[src/rtl/fir_pkg.sv]
// Shared definitions for the FIR datapath: sample width, saturation limits and
// the shift-with-saturation helper used by the output stage.
package fir_pkg;

    localparam int DATA_W  = 16;
    localparam int WIDE_W  = DATA_W + 7;
    localparam int PHASE_W = 8;

    localparam logic signed [DATA_W-1:0] SAT_MAX = {1'b0, {(DATA_W-1){1'b1}}};
    localparam logic signed [DATA_W-1:0] SAT_MIN = {1'b1, {(DATA_W-1){1'b0}}};

    typedef struct packed {
        logic signed [DATA_W-1:0] value;
        logic                     sat;
    } sat_res_t;

    // Left-shift at full width so no bits are lost before the range test.
    function automatic sat_res_t sat_shift(input logic signed [DATA_W-1:0] din,
                                           input logic [2:0]               shift);
        logic signed [WIDE_W-1:0] wide;
        logic signed [WIDE_W-1:0] wide_max;
        logic signed [WIDE_W-1:0] wide_min;
        sat_res_t                 res;
        wide     = WIDE_W'(din) <<< shift;
        wide_max = WIDE_W'(SAT_MAX);
        wide_min = WIDE_W'(SAT_MIN);
        if (wide > wide_max) begin
            res.value = SAT_MAX;
            res.sat   = 1'b1;
        end else if (wide < wide_min) begin
            res.value = SAT_MIN;
            res.sat   = 1'b1;
        end else begin
            res.value = wide[DATA_W-1:0];
            res.sat   = 1'b0;
        end
        return res;
    endfunction

endpackage

[src/rtl/sync_fifo.sv]
// Synchronous FIFO with wrap-bit pointers, registered empty/full and a registered
// head output that holds its last value when the FIFO drains.
module sync_fifo #(
    parameter int WIDTH = 16,
    parameter int DEPTH = 8
) (
    input  logic             clk,
    input  logic             rst_n,
    input  logic             i_push,
    input  logic [WIDTH-1:0] i_data,
    input  logic             i_pop,
    output logic [WIDTH-1:0] o_data,
    output logic             o_empty,
    output logic             o_push_drop
);
    localparam int AW = $clog2(DEPTH);

    logic [WIDTH-1:0] r_mem [DEPTH];
    logic [AW:0]      r_wr_ptr;
    logic [AW:0]      r_rd_ptr;
    logic             r_empty;
    logic             r_full;
    logic [WIDTH-1:0] r_dout;

    logic             w_do_push;
    logic             w_do_pop;
    logic             w_last;
    logic [AW:0]      w_rd_ptr_inc;
    logic [AW:0]      w_wr_ptr_next;
    logic [AW:0]      w_rd_ptr_next;

    assign w_do_pop      = i_pop & ~r_empty;
    assign w_do_push     = i_push & (~r_full | i_pop);
    assign w_rd_ptr_inc  = r_rd_ptr + 1'b1;
    assign w_last        = (w_rd_ptr_inc == r_wr_ptr);
    assign w_wr_ptr_next = r_wr_ptr + (AW+1)'(w_do_push);
    assign w_rd_ptr_next = r_rd_ptr + (AW+1)'(w_do_pop);

    always_ff @(posedge clk) begin
        if (w_do_push) begin
            r_mem[r_wr_ptr[AW-1:0]] <= i_data;
        end
    end

    always_ff @(posedge clk) begin
        if (!rst_n) begin
            r_wr_ptr <= '0;
            r_rd_ptr <= '0;
            r_empty  <= 1'b1;
            r_full   <= 1'b0;
            r_dout   <= '0;
        end else begin
            r_wr_ptr <= w_wr_ptr_next;
            r_rd_ptr <= w_rd_ptr_next;
            r_empty  <= (w_wr_ptr_next == w_rd_ptr_next);
            r_full   <= (w_wr_ptr_next[AW-1:0] == w_rd_ptr_next[AW-1:0]) &&
                        (w_wr_ptr_next[AW] != w_rd_ptr_next[AW]);
            // Prefetch the next head; the slot at rd+1 is never the one being written
            // unless it is the write itself, which is then forwarded.
            if (w_do_pop) begin
                if (!w_last) begin
                    r_dout <= r_mem[w_rd_ptr_inc[AW-1:0]];
                end else if (w_do_push) begin
                    r_dout <= i_data;
                end
            end else if (r_empty && w_do_push) begin
                r_dout <= i_data;
            end
        end
    end

    assign o_data      = r_dout;
    assign o_empty     = r_empty;
    assign o_push_drop = i_push & r_full & ~i_pop;

endmodule

[src/rtl/fir_out_decim.sv]
// FIR output stage: decimate strobed samples, apply shift gain with saturation,
// buffer in a FIFO and present them on a valid/ready stream with drop statistics.
module fir_out_decim #(
    parameter int DATA_W     = 16,
    parameter int DECIM      = 6,
    parameter int FIFO_DEPTH = 8,
    parameter int CNT_W      = 8
) (
    input  logic              clk,
    input  logic              rst_n,
    input  logic              sample_stb,
    input  logic [DATA_W-1:0] filter_out,
    input  logic [2:0]        gain_shift,
    input  logic              clr_stats,
    output logic [DATA_W-1:0] m_data,
    output logic              m_valid,
    input  logic              m_ready,
    output logic              sat_flag,
    output logic [CNT_W-1:0]  ovf_cnt
);
    import fir_pkg::*;

    localparam logic [PHASE_W-1:0] PHASE_LAST = PHASE_W'(DECIM - 1);

    logic [PHASE_W-1:0] r_phase;
    logic [DATA_W-1:0]  r_y;
    logic               r_y_vld;
    logic               r_sat_flag;
    logic [CNT_W-1:0]   r_ovf_cnt;

    logic               w_keep;
    sat_res_t           w_sat;
    logic               w_empty;
    logic               w_push_drop;

    assign w_keep = sample_stb && (r_phase == '0);
    assign w_sat  = sat_shift(filter_out, gain_shift);

    always_ff @(posedge clk) begin
        if (!rst_n) begin
            r_phase <= '0;
            r_y     <= '0;
            r_y_vld <= 1'b0;
        end else begin
            if (sample_stb) begin
                r_phase <= (r_phase == PHASE_LAST) ? '0 : r_phase + 1'b1;
            end
            r_y_vld <= w_keep;
            if (w_keep) begin
                r_y <= w_sat.value;
            end
        end
    end

    // Clear takes priority, so an event coinciding with it is not recorded.
    always_ff @(posedge clk) begin
        if (!rst_n) begin
            r_sat_flag <= 1'b0;
            r_ovf_cnt  <= '0;
        end else if (clr_stats) begin
            r_sat_flag <= 1'b0;
            r_ovf_cnt  <= '0;
        end else begin
            if (w_keep && w_sat.sat) begin
                r_sat_flag <= 1'b1;
            end
            if (w_push_drop && (r_ovf_cnt != '1)) begin
                r_ovf_cnt <= r_ovf_cnt + 1'b1;
            end
        end
    end

    sync_fifo #(
        .WIDTH (DATA_W),
        .DEPTH (FIFO_DEPTH)
    ) u_fifo (
        .clk         (clk),
        .rst_n       (rst_n),
        .i_push      (r_y_vld),
        .i_data      (r_y),
        .i_pop       (m_ready),
        .o_data      (m_data),
        .o_empty     (w_empty),
        .o_push_drop (w_push_drop)
    );

    assign m_valid  = ~w_empty;
    assign sat_flag = r_sat_flag;
    assign ovf_cnt  = r_ovf_cnt;

endmodule

[config.mk]
export PLATFORM = sky130hd
export DESIGN_NAME = fir_out_decim
export DESIGN_NICKNAME = d
export VERILOG_FILES = /design/src/rtl/fir_pkg.sv /design/src/rtl/sync_fifo.sv /design/src/rtl/fir_out_decim.sv
export SDC_FILE = /design/constraint.sdc
export NUM_CORES = 1
export LEC_CHECK = 0
export BUFFER_PORTS_ARGS = -buffer_cell sky130_fd_sc_hd__buf_4
export CORE_MARGIN = 2
export CORE_UTILIZATION = 55
export CTS_CLUSTER_DIAMETER = 40
export DETAILED_ROUTE_END_ITERATION = 10
export PLACE_DENSITY = 0.8
export SYNTH_ARGS = -nofsm -noshare
export SYNTH_HDL_FRONTEND = slang
export SYNTH_HIERARCHICAL = 1
export SYNTH_SLANG_ARGS = --single-unit
[constraint.sdc]
create_clock -name clk -period 3.9 [get_ports clk]
set_input_delay 0.39 -clock clk [delete_from_list [all_inputs] [get_ports clk]]
set_output_delay 0.39 -clock clk [all_outputs]
set_load 0.02 [all_outputs]
# --- Word level (Yosys, flattened, before mapping) ---
# Memories as Yosys holds them, arrays and structs flattened.
# Cells that the tools add are included.
word_totals:
  out_inout_bits: 26
  mem_bits_rw: 128
  memories: 1
  reg_bits: 60
classes:
  shifts: 1
  add_sub_neg: 5
  bitwise: 9
  n_eq_ne: 7
  reduce_logical: 9
  mux: 9
  order_cmp: 2
mem_list:
  columns: ["memory", "words", "word_bits", "read_ports", "rd_ports_with_merged_regs", "wr", "line_no", "text"]
  rows:
  - ["u_fifo.r_mem", 8, 16, 1, 0, 1, "sync_fifo.sv:18", "logic [WIDTH-1:0] r_mem [DEPTH];"]
op_table:
  columns: ["op", "n"]
  rows:
  - ["16-bit two-way mux", 4]
  - ["17-bit two-way mux", 2]
  - ["23-bit by 16-bit greater-than comparator with 1-bit output, second input constant", 1]
  - ["23-bit by 16-bit < comparator with 1-bit output, second input constant", 1]
  - ["16-bit by 3-bit <<< shifter with 23-bit output", 1]
  - ["8-bit by 1-bit adder with 8-bit output, second input constant", 2]
  - ["4-bit by 1-bit adder with 4-bit output", 2]
  - ["4-bit equality test", 2]
  - ["8-bit by 3-bit equality test with 1-bit output, second input constant", 1]
  - ["8-bit logical NOT", 1]
  - ["8-bit two-way mux", 1]
  - ["8-bit != test, second input constant", 1]
  - ["1-bit logical AND", 5]
  - ["4-bit by 1-bit adder with 4-bit output, second input constant", 1]
  - ["1-bit bitwise AND", 4]
  - ["1-bit NOT", 4]
  - ["3-bit equality test", 1]
  - ["3-bit by 2-bit != test with 1-bit output, second input constant", 1]
  - ["1-bit two-way mux", 2]
  - ["2-bit AND reduction", 1]
  - ["2-bit nonzero test", 1]
  - ["2-bit OR reduction", 1]
  - ["1-bit != test", 1]
  - ["1-bit OR", 1]

# --- Logic depth before layout (Yosys ltp) ---
logic_depth:
  word_depth: 6
  depth_mapped: 10
  depth_no_buf: 8

# --- Cells and area by module ---
# The synthesis kept the hierarchy.
by_module_without_submodules:
  columns: ["module", "seq_area_each_um2", "cells_each", "area_per_inst_um2", "n_inst"]
  rows:
  - ["sync_fifo", 4364.2, 324, 6304.8, 1]
  - ["fir_out_decim", 680.7, 218, 2062.0, 1]

# --- Least setup slack after synthesis ---
# No wires, ideal clock.
synth_path:
  path_kind: "input to register"
  start: "input gain_shift[0]"
  end: "register r_y[6]"
  path_buffers: 2
  path_stages: 7
  setup_time_ps: 119
  arrival_ps: 2307
  required_ps: 3781
  slack_ps: 1474
  path_cell_list: "buf_2 mux4_2 or4_1 a22oi_2 nand2_2 buf_6 o221a_1"
synth_via:
  elab_chain_cells: 4
  word_cells_on_any_way: 5
  classes_between: "order compare: 2; shift: 1; mux: 2"
synth_rtl:
  columns: ["item", "line_no", "text"]
  rows:
  - ["from (decl)", "fir_out_decim.sv:13", "input logic [2:0] gain_shift,"]
  - ["16-bit by 3-bit <<< shifter with 23-bit output (*)", "fir_pkg.sv:24", "wide = WIDE_W'(din) <<< shift;"]
  - ["23-bit by 16-bit < comparator with 1-bit output", "fir_pkg.sv:30", "end else if (wide < wide_min) begin"]
  - ["17-bit two-way mux", "fir_pkg.sv:30", null]
  - ["17-bit two-way mux (*)", "fir_pkg.sv:27", "if (wide > wide_max) begin"]
  - ["to (signal assigned)", "fir_out_decim.sv:50", "r_y <= w_sat.value;"]
  - ["to (decl)", "fir_out_decim.sv:26", "logic [DATA_W-1:0] r_y;"]
# Mark *: on every way between the ends. The rest lies on a longest branch, timed or not.
# A chain may end at the register's enable or synchronous reset.

# --- Worst setup path in the final report ---
layout_path:
  start: "register u_fifo.r_rd_ptr[0]"
  end: "register u_fifo.r_dout[4], in the netlist u_fifo/o_data[4]"
layout_via:
  elab_chain_cells: 4
  word_cells_on_any_way: 7
  classes_between: "add/sub: 1; eq/ne: 2; mux: 2; reduce/logical: 1; memory: 1"
layout_rtl:
  columns: ["item", "line_no", "text"]
  rows:
  - ["from (decl)", "sync_fifo.sv:20", "logic [AW:0] r_rd_ptr;"]
  - ["from (signal assigned)", "sync_fifo.sv:54", "r_rd_ptr <= w_rd_ptr_next;"]
  - ["4-bit by 1-bit adder with 4-bit output (*)", "sync_fifo.sv:34", "assign w_rd_ptr_inc = r_rd_ptr + 1'b1;"]
  - ["memory 8 x 16 bit or 4-bit equality test (tied branches)", null, null]
  - ["16-bit two-way mux or 3-bit by 2-bit != test with 1-bit output (tied branches)", null, null]
  - ["16-bit two-way mux or 2-bit AND reduction (tied branches)", null, null]
  - ["to (signal assigned)", "sync_fifo.sv:62", "r_dout <= r_mem[w_rd_ptr_inc[AW-1:0]];"]
  - ["to (signal assigned)", "sync_fifo.sv:64", "r_dout <= i_data;"]
  - ["to (signal assigned)", "sync_fifo.sv:67", "r_dout <= i_data;"]
  - ["to (decl)", "sync_fifo.sv:23", "logic [WIDTH-1:0] r_dout;"]
# Marks and branches as above.

==> flow_summary.ini <==
[run_status]
status = complete, no violations

[logic_synthesis]
ys_seq_area_share_pct = 60.3
async_flop_share_pct = 0
synth_nets = 575
synth-edff-count = 128
ys.flop_type = edfxtp_1
yosys_warnings = 6
avgSynthCellArea_um2 = 15.4
ys_ff_latch = 188
synth.distinct_cells = 57
syn-cell-area_mm2 = 0.00837
syn_inst = 542

[clock_tree]
clock_path_buffers = 2
clock_latency_ps = 420
tritoncts = built
cts_resized = 0
clkTransAtPathRegs_ps = 60
cts_setup_buffers = 0
cts_inserted_buffers = 17
root_buffer = clkbuf_16
htree_levels = 4
hold_buffers = 0
cts_sinks = 188

[layout]
final_common_cell = edfxtp_1
drive_above_1_share_pct = 23.9
final_core_util_pct = 62.5
fin_area_mm2 = 0.00939
nets = 618
antennaDiodeCount = 0
layout_common_cells = 128 x edfxtp_1, 59 x dfxtp_1, 57 x buf_4
syn2layout_area_growth_pct = 12.2

[drt]
drt-total-wl_um = 17100
drc = 0
drt_iter0_drc = 466
antenna_left = 0
vias = 4844
first_pass_iters = 5
routed_via_density = 6.16
wl_per_cell_um = 21.8

[power_and_ir_drop]
comb_power_share_pct = 13.8
swShare_pct = 24.3
p_per_area_mw_per_mm2 = 480
p_switching_uw = 1090
clkPwrFrac_pct = 34.4
power_frac_seq_pct = 51.8
cell_internal_pwr_uw = 3410
p_leak_uw = 0.00336
ir_drop_uv = 348

[sta]
skew_ps = 7.71
rsz0062_at_grt = false
worst_pin_slew_ps = 1140
setup_slack_ps = 1060
fin_setup_tns_ps = 0
finalHoldViolations = 0
period_share_pct = 72.9
slew_headroom_pct = 24.2
setup_viol = 0
period_minus_slack_ps = 2840
holdWs_ps = 272
max_freq_mhz = 352
slew_viol_final = 0

[critical_path]
rrSetupSlack_ps = 1060
regToRegEndpoint = u_fifo/o_data[4]
worst_path_most_repeated_cell = a211oi_1
critPathKind = reg2reg
worst-path-max-fanout = 19
critPathBufInv = 0
r2r_cells = 5
regToRegStartpoint = u_fifo/r_rd_ptr[0]
cp-end-kind = flip-flop
cp-start-kind = flip-flop
cp_cell_sequence = ha_1, xor2_2, mux2_2, a211oi_1, a211oi_1
crit_family = XOR/XNOR gates
crit_path_top_delay_cell = xor2_2
crit_path_max_incr_delay_ps = 870
arrival_ps = 3110
crit_required_ps = 4170

[floorplan]
die_h_um = 127
die_area_mm2 = 0.0162
die_width_um = 127
coreArea_mm2 = 0.0150
rows = 45
start_util_pct = 55.7
pin_count = 50

[grt]
overflow = 0
grt_max_degree = 33
grt_antenna_before_repair = 0
grt.total_usage_pct = 22.4
grt_pass1_wl_um = 27200
grt_pass1_vias = 4952

[worst_hold_path]
hp-start = sample_stb
holdPathEnd = r_phase[1]
worstHoldPathCells = 3
hp-class = in2reg

[placement]
port_buffers = 49
gp_congestion = 0.780
preCtsSetupSlack_ps = 985
dpl_cell_area_mm2 = 0.00885
dpl.hpwl_um = 10800

[job]
drv_cap = 0
-- kinds of logic (layout without fill, tap and decap cells) --
logic type | after synthesis | after routing | synth area share (%)
muxes | 98 | 98 | 18.5
and+or+nand+nor | 106 | 106 | 6.58
buffers and inverters | 42 | 98 | 3.01
adders and majority gates | 9 | 9 | 1.35
AOI/OAI and AO/OA | 72 | 72 | 7.07
xor gates and xnor gates | 27 | 27 | 3.20
DFF | 188 | 188 | 60.3
-- through the flow --
stage / std cells / total power (uW)
final: 786 / 4510
after global routing: 786 / 4680
after CTS: 786 / 4540
after detailed placement: 754 / 3000
after global placement: 754 / 2970
after floorplan: 542 / 2810
-- state kept, by name (all words and copies together) (netlist names) --
register,flops
u_fifo/r_mem,128
r_y,16
u_fifo/o_data,16
ovf_cnt,8
r_phase,8
u_fifo/r_rd_ptr,4
u_fifo/r_wr_ptr,4
r_y_vld,1
sat_flag,1
u_fifo/o_empty,1
u_fifo/r_full,1
-- synthesized netlist by cell type (all sizes together) (2+ instances only) --
master | count | area share [%]
a211oi | 32 | 3.0
a21o | 2 | 0.19
a21oi | 5 | 0.30
and2 | 7 | 0.52
and3 | 4 | 0.30
and4 | 2 | 0.21
buf | 18 | 1.9
clkbuf | 15 | 0.67
dfxtp | 60 | 14
edfxtp | 128 | 46
ha | 9 | 1.3
inv | 8 | 0.36
mux2 | 18 | 2.4
mux2i | 41 | 4.9
mux4 | 39 | 11
nand2 | 12 | 0.57
nand2b | 9 | 0.67
nand3 | 7 | 0.42
nand4 | 5 | 0.37
nor2 | 31 | 1.4
nor2b | 4 | 0.30
nor3 | 18 | 1.2
nor4 | 2 | 0.15
nor4b | 2 | 0.21
o211ai | 2 | 0.18
o21a | 2 | 0.18
o21ai | 7 | 0.46
o221a | 14 | 1.9
xnor2 | 10 | 1.1
xor2 | 16 | 1.8
-- worst min-delay path, delay by kind of cell --
family	cells	cell delay [ps]
multiplexers	1	70
buffers and inverters	1	130
AND/OR/NAND/NOR	1	70
-- routing by layer --
metal  GRT usage (%)  vias up  wire length, um
li1                -     2223                -
met1            30.5     2437             7290
met5               0        -                0
met4            7.69        0              263
met2            36.3      165             8490
met3            4.94       19             1060
-- power groups by stage --
stage               registers (uW)  clock network, uW  logic, uW
floorplan                     2360                  0        456
global placement              2370                  0        602
detailed placement            2380                  0        620
CTS                           2340               1580        626
global route                  2350               1660        671
finish                        2330               1550        622
-- worst max path at each step --
stage | start | endpoint | slack (ps) | cells past startpoint
after floorplan | gain_shift[0] | r_y[6] | 1470 | 7
after global placement | gain_shift[0] | r_y[6] | 1140 | 6
after detailed placement | u_fifo/r_rd_ptr[0] | u_fifo/o_data[4] | 980 | 5
after CTS | u_fifo/r_rd_ptr[0] | u_fifo/o_data[4] | 1010 | 5
after global routing | u_fifo/r_rd_ptr[0] | u_fifo/o_data[0] | 910 | 5
final | u_fifo/r_rd_ptr[0] | u_fifo/o_data[4] | 1060 | 5
-- cell type report --
class,instances,area [um2]
clock inverter,6,35.0
tap,188,235
fill,1059,5640
multi-input combinational,312,3110
inverter,9,33.8
clock buffer,26,500
timing repair buffer,57,428
sequential,188,5050
No activity file was read; power rests on OpenSTA's default activity.
